===== src/rtl/seg_pkg.sv =====
// Shared seven-segment pattern constants (active-low, bit 0 = segment a).
package seg_pkg;

  localparam int unsigned SEG_W = 7;
  localparam int unsigned NIB_W = 4;

  typedef logic [SEG_W-1:0] seg_pat_t;

  localparam seg_pat_t SEG_BLANK = 7'b1111111;

  // Indexed by nibble value: 0-9 then A, b, C, d, E, F.
  localparam seg_pat_t SEG_PAT [16] = '{
    7'b1000000, 7'b1111001, 7'b0100100, 7'b0110000,
    7'b0011001, 7'b0010010, 7'b0000010, 7'b1111000,
    7'b0000000, 7'b0010000, 7'b0001000, 7'b0000011,
    7'b1000110, 7'b0100001, 7'b0000110, 7'b0001110
  };

  function automatic logic is_hex_letter(input logic [NIB_W-1:0] nib);
    return nib > 4'd9;
  endfunction

endpackage


===== src/rtl/seg_decode.sv =====
// Combinational nibble-to-segment decoder; letters A-F are blanked unless hex_mode_i.
module seg_decode
  import seg_pkg::*;
(
  input  logic [NIB_W-1:0] nibble_i,
  input  logic             hex_mode_i,
  output seg_pat_t         seg_o
);

  always_comb begin
    seg_o = SEG_PAT[nibble_i];
    if (is_hex_letter(nibble_i) && !hex_mode_i) begin
      seg_o = SEG_BLANK;
    end
  end

endmodule


===== src/rtl/seg_scan_driver.sv =====
// Multiplexed seven-segment scan driver with registered active-low outputs.
// Define SEG_SCAN_DP_EN to add the per-digit decimal-point input dp_in.
module seg_scan_driver
  import seg_pkg::*;
#(
  parameter int unsigned NUM_DIGITS  = 4,
  parameter int unsigned REFRESH_DIV = 100000
) (
  input  logic                        clk,
  input  logic                        rst,
  input  logic [4*NUM_DIGITS-1:0]     data_in,
  input  logic                        load,
  input  logic                        hex_mode,
  input  logic                        en,
`ifdef SEG_SCAN_DP_EN
  input  logic [NUM_DIGITS-1:0]       dp_in,
`endif
  output logic [6:0]                  seg,
  output logic [NUM_DIGITS-1:0]       an,
  output logic                        dp
);

  localparam int unsigned CNT_W  = (REFRESH_DIV > 1) ? $clog2(REFRESH_DIV) : 1;
  localparam int unsigned IDX_W  = (NUM_DIGITS > 1) ? $clog2(NUM_DIGITS) : 1;
  localparam int unsigned DATA_W = NIB_W * NUM_DIGITS;

  localparam logic [CNT_W-1:0] CNT_MAX = CNT_W'(REFRESH_DIV - 1);
  localparam logic [IDX_W-1:0] IDX_MAX = IDX_W'(NUM_DIGITS - 1);

  logic [CNT_W-1:0]      cnt_q, cnt_d;
  logic [IDX_W-1:0]      idx_q, idx_d;
  logic [DATA_W-1:0]     shadow_q, shadow_d;
  seg_pat_t              seg_q, seg_d;
  logic [NUM_DIGITS-1:0] an_q, an_d;
  logic                  dp_q, dp_d;
`ifdef SEG_SCAN_DP_EN
  logic [NUM_DIGITS-1:0] dp_sh_q, dp_sh_d;
  logic                  dp_sel_c;
`endif

  logic                  tick_c;
  logic [NIB_W-1:0]      nib_c;
  seg_pat_t              dec_c;

  assign tick_c = (cnt_q == CNT_MAX);

  // Prescaler, digit index and shadow capture; load and tick may both act in one cycle.
  always_comb begin
    cnt_d    = tick_c ? '0 : cnt_q + CNT_W'(1);
    idx_d    = idx_q;
    shadow_d = shadow_q;
    if (tick_c) begin
      idx_d = (idx_q == IDX_MAX) ? '0 : idx_q + IDX_W'(1);
    end
    if (load) begin
      shadow_d = data_in;
    end
`ifdef SEG_SCAN_DP_EN
    dp_sh_d = load ? dp_in : dp_sh_q;
`endif
  end

  // Select the nibble of the digit currently being scanned.
  always_comb begin
    nib_c = '0;
`ifdef SEG_SCAN_DP_EN
    dp_sel_c = 1'b0;
`endif
    for (int i = 0; i < NUM_DIGITS; i++) begin
      if (idx_q == IDX_W'(i)) begin
        nib_c = shadow_q[i*NIB_W +: NIB_W];
`ifdef SEG_SCAN_DP_EN
        dp_sel_c = dp_sh_q[i];
`endif
      end
    end
  end

  seg_decode u_decode (
    .nibble_i   (nib_c),
    .hex_mode_i (hex_mode),
    .seg_o      (dec_c)
  );

  // Output next-state: everything dark while disabled, scan keeps running underneath.
  always_comb begin
    seg_d = SEG_BLANK;
    an_d  = '1;
    dp_d  = 1'b1;
    if (en) begin
      seg_d = dec_c;
      for (int i = 0; i < NUM_DIGITS; i++) begin
        an_d[i] = (idx_q != IDX_W'(i));
      end
`ifdef SEG_SCAN_DP_EN
      dp_d = ~dp_sel_c;
`endif
    end
  end

  always_ff @(posedge clk) begin
    if (rst) begin
      cnt_q    <= '0;
      idx_q    <= '0;
      shadow_q <= '0;
      seg_q    <= SEG_BLANK;
      an_q     <= '1;
      dp_q     <= 1'b1;
`ifdef SEG_SCAN_DP_EN
      dp_sh_q  <= '0;
`endif
    end else begin
      cnt_q    <= cnt_d;
      idx_q    <= idx_d;
      shadow_q <= shadow_d;
      seg_q    <= seg_d;
      an_q     <= an_d;
      dp_q     <= dp_d;
`ifdef SEG_SCAN_DP_EN
      dp_sh_q  <= dp_sh_d;
`endif
    end
  end

  assign seg = seg_q;
  assign an  = an_q;
  assign dp  = dp_q;

endmodule


===== config.mk =====
export PLATFORM = sky130hd
export DESIGN_NAME = seg_scan_driver
export DESIGN_NICKNAME = d
export VERILOG_FILES = /design/src/rtl/seg_pkg.sv /design/src/rtl/seg_decode.sv /design/src/rtl/seg_scan_driver.sv
export SDC_FILE = /design/constraint.sdc
export NUM_CORES = 1
export LEC_CHECK = 0
export BUFFER_PORTS_ARGS = -buffer_cell sky130_fd_sc_hd__buf_4
export CAP_MARGIN = 15
export CORE_ASPECT_RATIO = 0.6
export CORE_MARGIN = 2
export CORE_UTILIZATION = 45
export CTS_BUF_LIST = sky130_fd_sc_hd__clkbuf_16
export DETAILED_ROUTE_END_ITERATION = 8
export GPL_TIMING_DRIVEN = 0
export PLACE_DENSITY_LB_ADDON = 0.05
export SKIP_CTS_REPAIR_TIMING = 1
export SLEW_MARGIN = 15
export SYNTH_ARGS = -nofsm -noshare
export SYNTH_HDL_FRONTEND = slang
export SYNTH_HIERARCHICAL = 1
export SYNTH_SLANG_ARGS = --single-unit

===== constraint.sdc =====
create_clock -name clk -period 4.6 [get_ports clk]
set_input_delay 0.92 -clock clk [delete_from_list [all_inputs] [get_ports clk]]
set_output_delay 0.92 -clock clk [all_outputs]
set_load 0.02 [all_outputs]

==> After elaboration in Yosys (flattened, before gate mapping) <==
Memories as Yosys holds them, arrays and structs flattened. A register that Yosys moved wholly into a read port is not among the register bits.
Cells that the tools add are included.
{ "op_classes": {"n_addsub": 2, "magnitude_cmp": 1, "n_eq_ne": 7, "mux": 5, "bitwise": 2, "reduce_logical": 7} }
{ "op_table": {"columns": ["cell", "count"], "rows": [
  ["$add A17 B1 Y17 const B", 1],
  ["$eq A17 B17 Y1 const B", 1],
  ["$mux W4", 4],
  ["$not A4 Y5", 1],
  ["$eq A2 B2 Y1 const B", 2],
  ["$gt A4 B4 Y1 const B", 1],
  ["$ne A2 B2 Y1 const B", 2],
  ["$reduce_or A2 Y1", 2],
  ["$reduce_or A3 Y1", 1],
  ["$add A2 B1 Y2 const B", 1],
  ["$eq A2 B1 Y1 const B", 1],
  ["$logic_not A2 Y1", 1],
  ["$mux W2", 1],
  ["$ne A2 B1 Y1 const B", 1],
  ["$reduce_bool A2 Y1", 1],
  ["$logic_and A1 B1 Y1", 1],
  ["$logic_not A1 Y1", 1],
  ["$not A1 Y1", 1]
]} }
{ "word_totals": {"regBits": 39, "mem_bits_ro": 112, "input_bits": 21, "word_cells": 29, "memories": 1} }
{ "mem_list": {"columns": ["memory", "words", "word_bits", "read_ports", "rd_ports_with_merged_regs", "write_ports", "line", "source"], "rows": [
  ["(no name shown)", 16, 7, 1, 1, 0, "seg_decode.sv:11", "seg_o = SEG_PAT[nibble_i];"]
]} }

==> Depth between registers and ports, before layout <==
Gate-level depths: netlist of the first run.
{ "depth": {"word_depth": 8, "mapped_depth": 12, "mapped_depth_nobuf": 12} }

==> By module <==
Netlist of the first run, hierarchy kept.
{ "modules_own_cells": {"columns": ["module", "n_inst", "cells_per_inst", "area_each_um2"], "rows": [
  ["seg_scan_driver", 1, 203, 1910.6],
  ["seg_decode", 1, 46, 341.6]
]} }

==> Least setup slack after synthesis of the first run <==
Ideal clock, no wire load.
{ "synth_path": {"path_type": "reg-to-reg", "startpoint": "register idx_q[1]", "endpoint": "register seg_q[0] (netlist: seg[0])", "arrival_ns": 2.266, "required_ns": 4.474, "slack_ns": 2.207, "path_stages_with_launch": 13, "n_path_buf": 0, "period_less_slack_ns": 2.393, "cell_sequence": "dfxtp_1 inv_1 ha_1 nand3b_1 a21oi_1 a21oi_1 o21ai_0 inv_1 ha_1 mux2i_1 mux2_4 a21oi_2 nand2b_1"} }
{ "synth_via": {"elab_chain_len": 8} }
{ "synth_lines": {"columns": ["item", "line", "source"], "rows": [
  ["from (decl)", "seg_scan_driver.sv:31", "logic [IDX_W-1:0] idx_q, idx_d;"],
  ["from (signal assigned)", "seg_scan_driver.sv:114", "idx_q <= idx_d;"],
  ["$logic_not A2 Y1", "seg_scan_driver.sv:70", "if (idx_q == IDX_W'(i)) begin"],
  ["$mux W4 (3 in a row)", "seg_scan_driver.sv:70", null],
  ["$mux W4 (*)", "seg_scan_driver.sv:70", null],
  ["via nib_c[1]", "seg_scan_driver.sv:42", "logic [NIB_W-1:0] nib_c;"],
  ["$gt A4 B4 Y1", "seg_pkg.sv:20", "return nib > 4'd9;"],
  ["$logic_and A1 B1 Y1", "seg_decode.sv:12", "if (is_hex_letter(nibble_i) && !hex_mode_i) begin"],
  ["$reduce_or A3 Y1 (no source line)", null, null],
  ["to (decl)", "seg_scan_driver.sv:33", "seg_pat_t seg_q, seg_d;"]
]} }
The timed path passes the listed nets; every way through them passes the cells marked *.
A chain may end at the register's enable or synchronous reset.

==> Worst setup path after layout of the first run <==
Ends and elaborated chain as after synthesis.

==> qor.txt, run 1 <==
P_sw = 196 µW
GRT Overall Usage = 18.1%
R2R depth = 12
crit-path cells = inv_1 > ha_1 > nand3b_1 > a21oi_1 > a21oi_1 > o21ai_0 > inv_1 > ha_1 > mux2i_1 > mux2_4 > a21oi_2 > nand2b_1
Hold Startpoint = cnt_q[0]
Rel. slew slack = 52.2%
period utilisation layout = 62.3%
crit path from = idx_q[1]
Skew-Pair Late Insertion Delay = 0.28 ns
EDFF count, synth = 0
Worst EP required = 4.76 ns
worst-path fanout max = 9
top-area cell type share of the netlist area = 40.9%
post-synthesis register bit count = 46
CTS Buf Count = 5
first drt pass iteration count = 4
Inserted Diodes = 0
IO Pins = 33
Mapped Cells = 249
FMAX = 349 MHz
routed len/inst = 12.8 µm
Netlist cell types = 39
Reg2Reg Launch Point = idx_q[1]
top cells by area, synth = dfxtp_1 (41%), mux2i_1 (8.9%), ha_1 (6.7%), nor2_1 (6.0%), xnor2_1 (5.1%)
post-route cell area = 2720 µm²
Nets = 319
Hold Crit Class = reg2reg
grt total ovfl = 0
die area = 5610 µm²
Clock Skew = 0.00680 ns
setup ws final = 1.74 ns
r2r endpoint = seg[0]
CP Capture Type = flop
max incr delay on CP = 0.48 ns
largest net degree at the start of global routing = 14
Pint = 715 µW
Slew @ Worst Pin = 0.709 ns
Via density = 4.93
run status = finished clean
proportion of layout cells with a drive suffix above 1 = 19.6%
max-slew violation count = 0
Worst path slowest cell = o21ai_0
Avg Cell Area, Syn = 9.04 µm²
Max Cap Viol = 0
FFs w/ async S/R, synth = 0%
Worst Hold End = cnt_q[0]
dominant synthesized flop cell = dfxtp_1
clock transition at the registers of the reported paths = 0.06 ns
clock share of power = 42.7%
Root Buffer = clkbuf_16
synth warn = 6
DR iter-0 viols = 70
Core Rows = 19
Port Buffers = 30
RePlAce Congestion = 0.811
Worst IR Drop VDD = 0.180 mV
Core Region = 4680 µm²
R2R setup slack = 1.74 ns
Pwr Total = 911 µW
Min Clock Period, post-route = 2.86 ns
Mapped Nets = 282
Critical Path Start Type = flop
clk buf depth = 2
area grow syn2layout = 20.6%
final setup TNS = 0 ns
Clock Sink Count = 46
power per standard cell area = 335 nW/µm²
sequential share of the synthesized area = 40.9%
Die X = 95.3 µm
starting density of the core = 48.1%
drt drc = 0
crit path DAT = 3.02 ns
DP HPWL = 3340 µm
first-pass GRT wire length = 7690 µm
initial antenna violation count = 0
# setup viols final = 0
combinational power share = 11.0%
critical path class = reg2reg
Hold Path Depth = 1
post-route ant nets = 0
commonest cells after routing, fill and taps aside = dfxtp_1 (46), nor2_1 (36), buf_4 (32), nand2_1 (21), mux2i_1 (20)
Die H = 58.8 µm
Area after DPL = 2560 µm²
Lkg Pwr = 1.07 nW
post-synth top area cell = dfxtp_1
leading cell type in the layout, fill and taps excluded = dfxtp_1
via count = 1721
pre-CTS setup slack = 1.76 ns
unrepaired setup endpoints after global routing = false
vias in the first global route = 1550
Sw Ratio = 21.5%
synthesized area = 2250 µm²
Seq pwr share = 46.3%
H-tree level count = 2
final hold viol count = 0
TritonCTS clock tree = built
final WL = 4460 µm
-- cell type report --
class | instances | area, µm²
fillers | 448 | 1970
multi-input cells | 181 | 1210
flip-flops and latches | 46 | 921
repair buffers | 30 | 225
clock buffers | 5 | 125
plain buffers | 13 | 90.1
well taps | 63 | 78.8
clock inverters | 2 | 33.8
inverters | 9 | 33.8
-- logic make-up (layout without fill, tap and decap cells) --
logic type / after synthesis / after routing / synth area share, %
buffers and inverters: 22 / 59 / 5.50
other: 1 / 1 / 0.167
muxes: 21 / 21 / 9.56
DFF: 46 / 46 / 40.9
AOI/OAI and AO/OA: 27 / 27 / 7.00
adders and majority gates: 12 / 12 / 6.67
and+or+nand+nor: 105 / 105 / 24.4
xor gates and xnor gates: 15 / 15 / 5.83
-- cells in the mapped netlist (2+ instances only) --
library cell   n
nand2b_1       9
o21ai_0        9
nand3_1        5
mux2i_1       20
clkbuf_1       5
nor4_1         6
nand2_1       21
nand3b_1       4
buf_6          2
inv_1          9
buf_2          2
buf_4          2
a21oi_1       10
nand4_1        5
o211ai_1       6
xor2_1         2
nor2_2         5
dfxtp_1       46
xnor2_1       13
nor3_1         3
ha_1          12
nor2_1        36
-- worst max-delay path, delay by kind of cell (launching register included) --
family / cells / cell delay, ns
mux: 2 / 0.36
buf+inv: 2 / 0.31
simple gates: 2 / 0.33
flops: 1 / 0.38
fa+ha+maj: 2 / 0.63
compound gates: 4 / 0.74
-- state kept, by name, indices dropped and copies added, names as in the netlist --
register	cells
shadow_q	16
idx_q	2
cnt_q	17
an	4
seg	7
-- worst max path at each step --
stage | endpoint | slack, ns
final | seg[0] | 1.74
after global routing | seg[0] | 1.36
after CTS | seg[0] | 1.74
after detailed placement | seg[0] | 1.76
after global placement | seg[0] | 1.80
after floorplan | seg[0] | 2.21
-- stage by stage --
stage	hold WS, ns	std cells	utilization, %
3_5_place_dp	0.449	342	54.6
6_report	0.456	349	58.0
3_3_place_gp	0.440	342	54.6
5_1_grt	0.482	349	58.0
4_1_cts	0.458	349	58.0
2_1_floorplan	0.427	249	-
-- power groups by stage --
stage                     registers [mW]  clock network [mW]  logic (mW)
after floorplan                    0.435                   0      0.0627
after global placement             0.430                   0       0.100
after detailed placement           0.430                   0       0.101
after CTS                          0.422               0.400       0.102
after global routing               0.423               0.418       0.113
final                              0.421               0.389       0.101
-- per-layer routing --
layer	global-route usage [%]	up-vias	part of all wire, %
met2	23.9	28	39
met4	4.97	0	0.47
met3	4.61	2	3.8
li1	-	905	-
met5	0	-	0
met1	28.6	786	57
Power figures use the tool's default switching activity.
==> inputs of run 2 (changes only) <==
==> constraint.sdc (replaced) <==
create_clock -name clk -period 2.9 [get_ports clk]
set_input_delay 0.58 -clock clk [delete_from_list [all_inputs] [get_ports clk]]
set_output_delay 0.58 -clock clk [all_outputs]
set_load 0.02 [all_outputs]
==> run 2 against run 1 <==
Final cell count is the same; non-clock buffer count unchanged; die area stayed put; clock-buffer cell count unchanged; worst setup slack got worse by 1.4 ns; wire length stayed put; maximum frequency increased by 10%; clock power up 59%; worst hold slack about the same; total power rose by 59%; critical path type unchanged; critical endpoint is now seg[3]; highest routed layer unchanged.
==> qor.txt, run 2 (synthesized netlist as in run 1, its figures left out) <==
vias in the first global route = 1550
die area = 5610 µm²
Rel. slew slack = 52.2%
crit-path cells = inv_1 > ha_1 > nand3b_1 > a21oi_1 > a21oi_1 > o21ai_1 > ha_1 > nor2_1 > o21ai_2 > o211ai_1 > nand2b_1
Die H = 58.8 µm
Worst Hold End = cnt_q[0]
RePlAce Congestion = 0.811
Core Region = 4680 µm²
Layout Cells excl Fill = 349
unrepaired setup endpoints after global routing = false
Clock Sink Count = 46
proportion of layout cells with a drive suffix above 1 = 19.9%
Critical Path Start Type = flop
worst-path fanout max = 9
Die X = 95.3 µm
setup ws final = 0.297 ns
max incr delay on CP = 0.40 ns
placed cells = 342
first drt pass iteration count = 4
Via density = 4.94
pre-CTS setup slack = 0.0557 ns
crit path DAT = 2.76 ns
Area after DPL = 2560 µm²
DR iter-0 viols = 73
CP Buf/Inv Count = 1
final setup TNS = 0 ns
DP HPWL = 3340 µm
Slew @ Worst Pin = 0.710 ns
starting density of the core = 48.1%
GRT Overall Usage = 18.1%
Levels on crit path = 11
clock transition at the registers of the reported paths = 0.06 ns
via count = 1725
Hold Crit Class = reg2reg
largest net degree at the start of global routing = 14
hold_ws = 0.456 ns
Hold Startpoint = cnt_q[0]
max FFs per register = 17
power per standard cell area = 532 nW/µm²
commonest cells after routing, fill and taps aside = dfxtp_1 (46), nor2_1 (36), buf_4 (32), nand2_1 (21), mux2i_1 (20)
Max Cap Viol = 0
CTS Buf Count = 5
run status = finished clean
Inserted Diodes = 0
Worst EP required = 3.06 ns
H-tree level count = 2
Min Clock Period, post-route = 2.60 ns
Skew-Pair Late Insertion Delay = 0.28 ns
TritonCTS clock tree = built
Worst IR Drop VDD = 0.287 mV
R2R depth = 11
period utilisation layout = 89.7%
post-route ant nets = 0
IO Pins = 33
Nets = 319
grt total ovfl = 0
Hold Path Depth = 1
CP Capture Type = flop
cell family with most CP delay = compound AO/OA/AOI/OAI gates
Root Buffer = clkbuf_16
Clock Skew = 0.00585 ns
final WL = 4460 µm
# setup viols final = 0
drt drc = 0
R2R setup slack = 0.30 ns
routed len/inst = 12.8 µm
Most flops, register = cnt_q
critical path class = reg2reg
clk buf depth = 2
Core Rows = 19
Port Buffers = 30
area grow syn2layout = 20.7%
first-pass GRT wire length = 7690 µm
r2r endpoint = seg[3]
max-slew violation count = 0
leading cell type in the layout, fill and taps excluded = dfxtp_1
FMAX = 384 MHz
Reg2Reg Launch Point = idx_q[1]
final hold viol count = 0
fin util = 58.1%
Worst path slowest cell = ha_1
Lkg Pwr = 1.07 nW
Pwr Total = 1.45 mW
post-route cell area = 2720 µm²
initial antenna violation count = 0
run 2: cell types whose count changed in the layout (fill, tap and decap cells not counted):
| cell | before | now |
|---|---|---|
| o21ai_2 | 1 | 2 |
| o21ai_1 | 0 | 1 |
| o21ai_0 | 9 | 7 |
run 2: routing by layer:
| metal | global-route usage [%] | wire length (µm) | part of all wire [%] |
|---|---|---|---|
| met1 | 28.6 | 2520 | 56 |
| met2 | 23.9 | 1740 | 39 |
| met3 | 4.61 | 185 | 4.1 |
| met4 | 4.97 | 21 | 0.47 |
| met5 | 0 | 0 | 0 |
run 2: layout make-up:
cell class                 count  area [µm²]
timing repair buffer          30         225
multi-input combinational    181        1210
buffer                        13        90.1
clock inverter                 2        33.8
inverter                       9        33.8
sequential                    46         921
tap                           63        78.8
clock buffer                   5         125
fill                         448        1960
run 2: report_power, final:
group | internal, mW | switching, mW
registers | 0.656 | 0.0119
logic | 0.0804 | 0.0797
clock network | 0.398 | 0.220
total | 1.14 | 0.311
run 2: worst max path at each step:
stage	from	endpoint	slack, ns
after global placement	idx_q[1]	seg[0]	0.10
after detailed placement	idx_q[1]	seg[0]	0.06
after floorplan	idx_q[1]	seg[0]	0.51
after global routing	idx_q[1]	seg[1]	0.02
after CTS	idx_q[1]	seg[0]	0.04
final	idx_q[1]	seg[3]	0.30
==> inputs of run 3 (changes only) <==
==> constraint.sdc (replaced) <==
create_clock -name clk -period 2.4 [get_ports clk]
set_input_delay 0.48 -clock clk [delete_from_list [all_inputs] [get_ports clk]]
set_output_delay 0.48 -clock clk [all_outputs]
set_load 0.02 [all_outputs]
==> run 3 against run 2 <==
Register-to-register slack lost 0.17 ns; sequential power up 21%; highest routed layer unchanged; critical path depth is 1 higher; via count up 1.9%; clock power rose by 21%; largest power group unchanged; total power increased by 22%; first-iteration DRC count grew 34%; sequential share of layout area down 0.82 points; largest cell class unchanged; worst setup slack got worse by 0.17 ns.
==> qor.txt, run 3 (synthesized netlist as in run 1, its figures left out) <==
GRT Overall Usage = 18.1%
CP most frequent cell = a21oi_1
area grow syn2layout = 24.1%
combined area of the multi-input logic cells = 1260 µm²
run status = finished clean
die area = 5610 µm²
met3 wire len = 226 µm
met2 routed WL = 1830 µm
power per standard cell area = 629 nW/µm²
Max Cap Viol = 0
period utilisation layout = 94.5%
final WL = 4590 µm
FF+latch area = 923 µm²
Die X = 95.3 µm
crit-path cells = inv_2 > ha_4 > nand3b_1 > a21oi_1 > a21oi_1 > o21ai_2 > buf_4 > ha_2 > mux2i_1 > mux2_4 > a21oi_2 > nand2b_1
drt drc = 0
clock transition at the registers of the reported paths = 0.06 ns
# setup viols final = 0
Nets = 322
starting density of the core = 48.1%
CTS Buf Count = 5
DP HPWL = 3340 µm
Reg2Reg Launch Point = idx_q[1]
IO Pins = 33
clock share of power = 42.4%
largest net degree at the start of global routing = 14
commonest cells after routing, fill and taps aside = dfxtp_1 (44), nor2_1 (36), buf_4 (36), nand2_1 (21), mux2i_1 (20)
TritonCTS clock tree = built
worst-path fanout max = 9
Pwr Total = 1.76 mW
via count = 1757
first-pass GRT wire length = 7690 µm
Critical Path Start Type = flop
fin util = 59.7%
H-tree level count = 2
P_sw = 379 µW
Core Rows = 19
vias in the first global route = 1550
post-route ant nets = 0
Inserted Diodes = 0
DR iter-0 viols = 98
Rel. slew slack = 64.3%
max-slew violation count = 0
Die H = 58.8 µm
critical path class = reg2reg
grt total ovfl = 0
crit path DAT = 2.49 ns
Hold Startpoint = data_in[1]
uppermost layer routed = met4
CP Capture Type = flop
Worst path slowest cell = dfxtp_2
Root Buffer = clkbuf_16
DRT met1 WL = 2480 µm
Worst EP required = 2.62 ns
clk buf depth = 2
Sw Ratio = 21.6%
Clock Skew = 0.00489 ns
Most flops, register = cnt_q
hold_ws = 0.432 ns
Port Buffers = 30
first drt pass iteration count = 4
Slew @ Worst Pin = 0.535 ns
Min Clock Period, post-route = 2.27 ns
max FFs per register = 17
RePlAce Congestion = 0.811
proportion of layout cells with a drive suffix above 1 = 24.6%
final hold viol count = 0
combinational power share = 11.6%
Seq pwr share = 46.0%
pre-CTS setup slack = -0.444 ns
CP Buf/Inv Count = 2
Clock Sink Count = 46
Lkg Pwr = 1.09 nW
max incr delay on CP = 0.36 ns
initial antenna violation count = 0
Pint = 1.38 mW
cell family with most CP delay = compound AO/OA/AOI/OAI gates
Skew-Pair Late Insertion Delay = 0.28 ns
routed len/inst = 13.0 µm
Core Region = 4680 µm²
setup ws final = 0.131 ns
leading cell type in the layout, fill and taps excluded = dfxtp_1
Worst IR Drop VDD = 0.346 mV
Via density = 4.99
Hold Crit Class = in2reg
# fillers = 437
crit path from = idx_q[1]
FMAX = 441 MHz
run 3: cell count changes in the layout (fill, tap and decap cells not counted), sizes merged:
| cell | before | now |
|---|---|---|
| clkbuf | 10 | 9 |
| buf | 38 | 42 |
run 3: layout make-up:
type	count	share of cell area, %
multi-input cells	181	45.0
flip-flops and latches	46	33.0
repair buffers	34	9.14
clock buffers	5	4.48
plain buffers	12	3.09
well taps	63	2.82
clock inverters	2	1.21
inverters	9	1.21
run 3: final timing paths:
kind | depth (start not counted) | slack (ns) | to
setup / recovery | 12 | 0.13 | seg[0]
hold / removal | 3 | 0.43 | shadow_q[1]
setup reg to reg | 12 | 0.13 | seg[0]
hold reg to reg | 1 | 0.46 | cnt_q[0]
run 3: routing by layer:
metal | GRT usage, % | vias to the layer above
li1 | - | 910
met1 | 28.6 | 801
met2 | 23.9 | 40
met3 | 4.61 | 6
met4 | 4.97 | 0
met5 | 0 | -
run 3: power by group through the flow:
stage / Clock, mW / Sequential [mW] / Combinational (mW)
finish: 0.746 / 0.808 / 0.204
global placement: 0 / 0.824 / 0.192
detailed placement: 0 / 0.825 / 0.194
CTS: 0.767 / 0.808 / 0.195
global route: 0.802 / 0.811 / 0.227
floorplan: 0 / 0.833 / 0.120
run 3: through the flow:
stage	instances	setup TNS (ns)	cell area, µm²
floorplan	249	0	2250
global placement	342	-2.43	2560
detailed placement	342	-2.67	2560
CTS	349	-2.80	2720
global route	352	-0.0198	2790
finish	352	0	2790
run 3: worst reg2reg max path: cells and delay by family (launching register included):
| family | cells | cell delay [ns] |
|---|---|---|
| AOI/OAI and AO/OA | 4 | 0.64 |
| adders and majority gates | 2 | 0.37 |
| buffers and inverters | 2 | 0.25 |
| DFF | 1 | 0.36 |
| muxes | 2 | 0.33 |
| and+or+nand+nor | 2 | 0.25 |
